$ cat src/rtl/uart_cmd_ctrl_if.sv
// rtl/uart_cmd_ctrl_if.sv - byte-in / register-bank-out bundle for uart_cmd_ctrl
// Purpose: groups the received-byte strobe and the register/status outputs of the
//          command sequencer so they travel as one port.
// Signals:
//   rx_data   [7:0]        byte from the UART receiver, meaningful only with received
//   received               one-cycle byte strobe
//   regs      [8*NREGS-1:0] register bank, reg i = regs[8*i+7:8*i]
//   wr_stb                 one-cycle pulse after a register update
//   wr_addr   [3:0]        index of the most recently updated register
//   frame_err              one-cycle pulse after a rejected frame
//   err_count [7:0]        saturating rejected-frame counter
// Modports: slave = the sequencer, master = the byte source / observer.
interface uart_cmd_ctrl_if #(
   parameter int NREGS = 4
) ();
   logic [7:0]         rx_data;
   logic               received;
   logic [8*NREGS-1:0] regs;
   logic               wr_stb;
   logic [3:0]         wr_addr;
   logic               frame_err;
   logic [7:0]         err_count;

   modport slave (
      input  rx_data, received,
      output regs, wr_stb, wr_addr, frame_err, err_count
   );

   modport master (
      output rx_data, received,
      input  regs, wr_stb, wr_addr, frame_err, err_count
   );
endinterface

$ cat src/rtl/uart_cmd_ctrl.sv
// rtl/uart_cmd_ctrl.sv - UART frame parser updating a small register bank
// Purpose: parses SYNC, CMD, ADDR, DATA[, CHK] frames from a received-byte strobe.
//          'W' writes, 'S' ORs, 'C' AND-clears a register; bad frames pulse frame_err
//          and bump a saturating counter; an inter-byte idle gap aborts a frame.
// Ports:
//   clk    posedge system clock
//   rst_n  synchronous active-low reset
//   bus    uart_cmd_ctrl_if.slave: rx_data/received in; regs, wr_stb, wr_addr,
//          frame_err, err_count out (all outputs registered)
// Build option: UART_CMD_CHECKSUM_EN adds a CHK byte that must equal CMD^ADDR^DATA.
module uart_cmd_ctrl #(
   parameter int         CLK_FREQ      = 12_000_000,
   parameter int         BAUDRATE      = 921_600,
   parameter int         TIMEOUT_BYTES = 4,
   parameter logic [7:0] SYNC_BYTE     = 8'hA5,
   parameter int         NREGS         = 4
) (
   input  logic           clk,
   input  logic           rst_n,
   uart_cmd_ctrl_if.slave bus
);

   // Idle gap in clocks: TIMEOUT_BYTES byte-times of 10 bits each.
   localparam longint TMO_RAW  = (longint'(TIMEOUT_BYTES) * 10 * longint'(CLK_FREQ)) / longint'(BAUDRATE);
   localparam int     TMO      = (TMO_RAW < 1) ? 1 : int'(TMO_RAW);
   localparam int     CW       = $clog2(TMO + 1);
   localparam logic [CW-1:0] TMO_LAST = CW'(TMO - 1);

   localparam logic [7:0] CMD_W = 8'h57;
   localparam logic [7:0] CMD_S = 8'h53;
   localparam logic [7:0] CMD_C = 8'h43;

`ifdef UART_CMD_CHECKSUM_EN
   typedef enum logic [2:0] {S_IDLE, S_CMD, S_ADDR, S_DATA, S_CHK} state_t;
`else
   typedef enum logic [1:0] {S_IDLE, S_CMD, S_ADDR, S_DATA} state_t;
`endif

   state_t             state_q, state_d;
   logic [CW-1:0]      cnt_q, cnt_d;
   logic [7:0]         cmd_q, addr_q;
`ifdef UART_CMD_CHECKSUM_EN
   logic [7:0]         data_q;
   logic               ld_data;
`endif
   logic [8*NREGS-1:0] regs_q;
   logic               wr_stb_q, frame_err_q;
   logic [3:0]         wr_addr_q;
   logic [7:0]         err_q;

   logic               ld_cmd, ld_addr, fin, bad_cmd, tmo_hit;
   logic               frame_ok, do_wr, do_err;
   logic [7:0]         fin_data;

   always_comb begin
      state_d  = state_q;
      cnt_d    = '0;
      ld_cmd   = 1'b0;
      ld_addr  = 1'b0;
`ifdef UART_CMD_CHECKSUM_EN
      ld_data  = 1'b0;
`endif
      fin      = 1'b0;
      bad_cmd  = 1'b0;
      tmo_hit  = 1'b0;
      frame_ok = 1'b0;
      do_wr    = 1'b0;
      do_err   = 1'b0;
`ifdef UART_CMD_CHECKSUM_EN
      fin_data = data_q;
`else
      fin_data = bus.rx_data;
`endif

      if (bus.received) begin
         // A byte always restarts the idle timer, even on the expiry cycle.
         unique case (state_q)
            S_IDLE: if (bus.rx_data == SYNC_BYTE) state_d = S_CMD;
            S_CMD: begin
               if (bus.rx_data inside {CMD_W, CMD_S, CMD_C}) begin
                  ld_cmd  = 1'b1;
                  state_d = S_ADDR;
               end else begin
                  bad_cmd = 1'b1;
                  state_d = S_IDLE;
               end
            end
            S_ADDR: begin
               ld_addr = 1'b1;
               state_d = S_DATA;
            end
`ifdef UART_CMD_CHECKSUM_EN
            S_DATA: begin
               ld_data = 1'b1;
               state_d = S_CHK;
            end
            S_CHK: begin
               fin     = 1'b1;
               state_d = S_IDLE;
            end
`else
            S_DATA: begin
               fin     = 1'b1;
               state_d = S_IDLE;
            end
`endif
            default: state_d = S_IDLE;
         endcase
      end else if (state_q != S_IDLE) begin
         if (cnt_q == TMO_LAST) begin
            tmo_hit = 1'b1;
            state_d = S_IDLE;
         end else begin
            cnt_d = cnt_q + 1'b1;
         end
      end

      frame_ok = ({1'b0, addr_q} < 9'(NREGS));
`ifdef UART_CMD_CHECKSUM_EN
      frame_ok = frame_ok && (bus.rx_data == (cmd_q ^ addr_q ^ data_q));
`endif
      do_wr  = fin && frame_ok;
      do_err = bad_cmd || tmo_hit || (fin && !frame_ok);
   end

   always_ff @(posedge clk) begin
      if (!rst_n) begin
         state_q     <= S_IDLE;
         cnt_q       <= '0;
         cmd_q       <= '0;
         addr_q      <= '0;
`ifdef UART_CMD_CHECKSUM_EN
         data_q      <= '0;
`endif
         regs_q      <= '0;
         wr_stb_q    <= 1'b0;
         wr_addr_q   <= '0;
         frame_err_q <= 1'b0;
         err_q       <= '0;
      end else begin
         state_q     <= state_d;
         cnt_q       <= cnt_d;
         if (ld_cmd)  cmd_q  <= bus.rx_data;
         if (ld_addr) addr_q <= bus.rx_data;
`ifdef UART_CMD_CHECKSUM_EN
         if (ld_data) data_q <= bus.rx_data;
`endif
         wr_stb_q    <= do_wr;
         frame_err_q <= do_err;
         if (do_wr) begin
            wr_addr_q <= addr_q[3:0];
            for (int i = 0; i < NREGS; i++) begin
               if (addr_q[3:0] == 4'(i)) begin
                  unique case (cmd_q)
                     CMD_S:   regs_q[8*i +: 8] <= regs_q[8*i +: 8] | fin_data;
                     CMD_C:   regs_q[8*i +: 8] <= regs_q[8*i +: 8] & ~fin_data;
                     default: regs_q[8*i +: 8] <= fin_data;
                  endcase
               end
            end
         end
         if (do_err && (err_q != 8'hFF)) err_q <= err_q + 8'd1;
      end
   end

   assign bus.regs      = regs_q;
   assign bus.wr_stb    = wr_stb_q;
   assign bus.wr_addr   = wr_addr_q;
   assign bus.frame_err = frame_err_q;
   assign bus.err_count = err_q;

endmodule
$ cat src/flat_wrapper.sv
// flat-port wrapper written by rule: the top's interface ports become plain ports
module uart_cmd_ctrl_flat 
#(
   parameter int         CLK_FREQ      = 12_000_000,
   parameter int         BAUDRATE      = 921_600,
   parameter int         TIMEOUT_BYTES = 4,
   parameter logic [7:0] SYNC_BYTE     = 8'hA5,
   parameter int         NREGS         = 4
)
  (clk, rst_n, bus_rx_data, bus_received, bus_regs, bus_wr_stb, bus_wr_addr, bus_frame_err, bus_err_count);
  uart_cmd_ctrl_if #(.NREGS(NREGS)) bus_i ();
  input  logic clk;
  input  logic rst_n;
  input wire logic [$bits(bus_i.rx_data)-1:0] bus_rx_data;
  input wire logic [$bits(bus_i.received)-1:0] bus_received;
  output wire logic [$bits(bus_i.regs)-1:0] bus_regs;
  output wire logic [$bits(bus_i.wr_stb)-1:0] bus_wr_stb;
  output wire logic [$bits(bus_i.wr_addr)-1:0] bus_wr_addr;
  output wire logic [$bits(bus_i.frame_err)-1:0] bus_frame_err;
  output wire logic [$bits(bus_i.err_count)-1:0] bus_err_count;
  assign bus_i.rx_data = bus_rx_data;
  assign bus_i.received = bus_received;
  assign bus_regs = bus_i.regs;
  assign bus_wr_stb = bus_i.wr_stb;
  assign bus_wr_addr = bus_i.wr_addr;
  assign bus_frame_err = bus_i.frame_err;
  assign bus_err_count = bus_i.err_count;
  uart_cmd_ctrl #(.CLK_FREQ(CLK_FREQ), .BAUDRATE(BAUDRATE), .TIMEOUT_BYTES(TIMEOUT_BYTES), .SYNC_BYTE(SYNC_BYTE), .NREGS(NREGS)) u_core (.clk(clk), .rst_n(rst_n), .bus(bus_i));
endmodule
$ cat config.mk
export PLATFORM = sky130hd
export DESIGN_NAME = uart_cmd_ctrl_flat
export DESIGN_NICKNAME = d
export VERILOG_FILES = /design/src/rtl/uart_cmd_ctrl_if.sv /design/src/rtl/uart_cmd_ctrl.sv /design/src/flat_wrapper.sv
export SDC_FILE = /design/constraint.sdc
export NUM_CORES = 1
export LEC_CHECK = 0
export ABC_CLOCK_PERIOD_IN_PS = 2300
export CAP_MARGIN = 20
export CELL_PAD_IN_SITES_DETAIL_PLACEMENT = 1
export CELL_PAD_IN_SITES_GLOBAL_PLACEMENT = 1
export CORE_MARGIN = 3
export CORE_UTILIZATION = 30
export CTS_BUF_LIST = sky130_fd_sc_hd__clkbuf_4 sky130_fd_sc_hd__clkbuf_8
export DETAILED_ROUTE_END_ITERATION = 8
export PLACE_DENSITY_LB_ADDON = 0.1
export SYNTH_ARGS = -nofsm -noshare
export SYNTH_HDL_FRONTEND = slang
export SYNTH_SLANG_ARGS = --single-unit
$ cat constraint.sdc
create_clock -name clk -period 2.3 [get_ports clk]
set_input_delay 0.23 -clock clk [delete_from_list [all_inputs] [get_ports clk]]
set_output_delay 0.23 -clock clk [all_outputs]
set_load 0.1 [all_outputs]
==> metrics.cfg <==
[synth]
syn_inst=354
yosysWarnings=0
syn-num-nets=367
async_flop_share=0
synth_top_area_cell=dfxtp_1
synth_top_area_frac=0.482
synth_ff_type=dfxtp_1
syn_area_um2=3070
synth_area_leaders=dfxtp_1 48%, nand2_1 7.1%, a21oi_1 7.0%, nor2_1 5.3%, o21ai_0 4.1%
synth_most_common_cell=dfxtp_1
synth_edf_count=0
ys_seq_elements=74
synth_common_cells=74 x dfxtp_1, 58 x nand2_1, 43 x a21oi_1, 43 x nor2_1, 25 x o21ai_0
synth_cell_type_count=42
ys_seq_area_frac=0.482
synthesis.area_per_instance_um2=8.67

[job]
max_cap_violations=0

[min_path]
hp-start=u_core.bus.wr_addr[0]
hold_class=reg2reg

[clock_tree]
htreeDepth=3
clockBufferDepth=2
insertion_delay_ns=0.34
cts_tree=yes
clock-sinks=74
clk_pin_slew_ns=0.08
postCtsSetupRepairBufs=0
cts-root-buf=clkbuf_8
post_cts_resized=0
cts_buffers=9
cts-hold-fix-buffers=0

[sta]
setup_viol=0
slew_viol_final=0
setup_tns_ns=0
period_needed_ns=2.07
timing.final.ws_setup_ns=0.233
fin_crit_sh=0.899
rsz0062_at_grt=false
worst_pin_slew_ns=0.628
maxSlewHeadroom=0.580
timing.final.hold_violations=0
skew_ns=0.00619
fmax_mhz=484

[floorplanning]
rows=36
dieArea_um2=11500
ios=57
die_w_um=107
initial_core_util=0.311
core-area_um2=9860
die_h_um=107

[setup_path]
arrival_ns=2.34
worst-path-max-fanout=12
critPathLaunchType=register
cp-end-kind=register
crit_type=reg2reg
worstPathRequired_ns=2.57
rr_startpoint=u_core.cnt_q[0]
startpoint=u_core.cnt_q[0]

[pwr]
p_leak_nw=1.53
cellPowerDensity_nw_per_um2=635
vdd_drop_max_uv=292

[layout]
drive_gt1_frac=0.225
layout.nets=439
syn_to_final_growth_pct=30.8
antenna_cells=0
finalNonFillerCells=564
postLayoutCellArea_um2=4020
final_core_util=0.407

[placement]
portBuffers=56
place_area_um2=3780
dp_hpwl_mm=6.45
place_inst=548
gp_congestion=0.757
pre_cts_slack_ns=0.154

[drt]
wirelength_mm=9.00
dr.pass1.iters=4
wl_per_cell_um=16.0
drt_iter0_drc=93
ant_nets=0
drc=0
dr_total_vias=2727
vias_per_cell=4.84

[global_route]
grt_usage=0.165
grt_max_degree=28
overflow=0
grt.met1_usage=0.227
antenna_found_initial=0
grt_util_met2=0.256
grt_pass1_vias=2794
top_usage_layer=met2
use_met3=0.0349
grt_pass1_wl_mm=14.8

[status]
status=complete, no violations

[area by class of cell]
| class | instances | area [um^2] |
|---|---|---|
| Tap cell | 133 | 166 |
| Timing Repair Buffer | 77 | 603 |
| Clock inverter | 4 | 72.6 |
| Multi-Input combinational cell | 261 | 1520 |
| Fill cell | 1166 | 5850 |
| Sequential cell | 74 | 1480 |
| Clock buffer | 12 | 165 |
| Inverter | 3 | 11.3 |
[placed cells by master, fill, tap and decap left out, types with 2 or more instances in the layout]
master           instances
dfxtp_1                 74
buf_4                   67
nand2_1                 58
nor2_1                  43
a21oi_1                 43
o21ai_0                 25
mux2i_1                 12
clkbuf_8                12
o21ai_1                 11
clkdlybuf4s50_1         10
and3_1                   7
nand2b_1                 6
nand3_1                  4
nor4_4                   4
or3_1                    4
xor2_1                   4
xnor2_1                  4
nor3_1                   3
nor4bb_1                 3
nand4_1                  3
nor4b_4                  2
nand3b_1                 2
nor2b_1                  2
or2_2                    2
and2_1                   2
inv_1                    2
ha_1                     2
bufinv_16                2
[metal layers]
| metal | wire, um | share of wire |
|---|---|---|
| met2 | 4200 | 0.47 |
| met3 | 470 | 0.052 |
| met1 | 4220 | 0.47 |
| met4 | 113 | 0.013 |
| met5 | 0 | 0 |
[where the power goes]
| part | total, mW | internal (mW) | switching, mW | leakage (nW) |
|---|---|---|---|---|
| Clock | 1.19 | 0.699 | 0.488 | 0.119 |
| Sequential | 1.28 | 1.28 | 0.0000832 | 0.596 |
| Combinational | 0.0825 | 0.0336 | 0.0489 | 0.814 |
[logic make-up (layout without fill, tap and decap cells)]
family | count (synthesis) | after routing | share of synthesized area
AOI/OAI and AO/OA | 82 | 82 | 0.138
adders and majority gates | 2 | 2 | 0.00815
and+or+nand+nor | 157 | 157 | 0.285
xor gates and xnor gates | 8 | 8 | 0.0228
muxes | 12 | 12 | 0.0391
buffers and inverters | 19 | 96 | 0.0240
DFF | 74 | 74 | 0.482
[path summary, 6_finish.rpt]
| kind | depth (start not counted) | slack, ns | end |
|---|---|---|---|
| worst max-delay path | 7 | 0.23 | u_core.bus.err_count[7] |
| worst min-delay path | 2 | 0.47 | u_core.bus.wr_addr[0] |
| worst min register to register | 2 | 0.47 | u_core.bus.wr_addr[0] |
| worst max register to register | 7 | 0.23 | u_core.bus.err_count[7] |
[critical path: stages (launching register included)]
cell	delay (ns)
dfxtp_1	0.38
ha_1	0.22
nand4b_1	0.16
nor4_4	0.30
a22oi_2	0.12
buf_4	0.18
or4_1	0.50
a21oi_1	0.14
[flip-flops by register name, summed over array words and instances (netlist names)]
name	cells
u_core.addr_q	8
u_core.bus.err_count	8
u_core.bus.frame_err	1
u_core.bus.regs	32
u_core.bus.wr_addr	4
u_core.bus.wr_stb	1
u_core.cmd_q	8
u_core.cnt_q	10
u_core.state_q	2
[through the flow]
step	hold WS, ns	power, mW
floorplan	0.356	1.34
global placement	0.440	1.39
detailed placement	0.456	1.39
CTS	0.473	2.59
global route	0.496	2.67
finish	0.468	2.55
No activity file was read; power rests on OpenSTA's default activity.
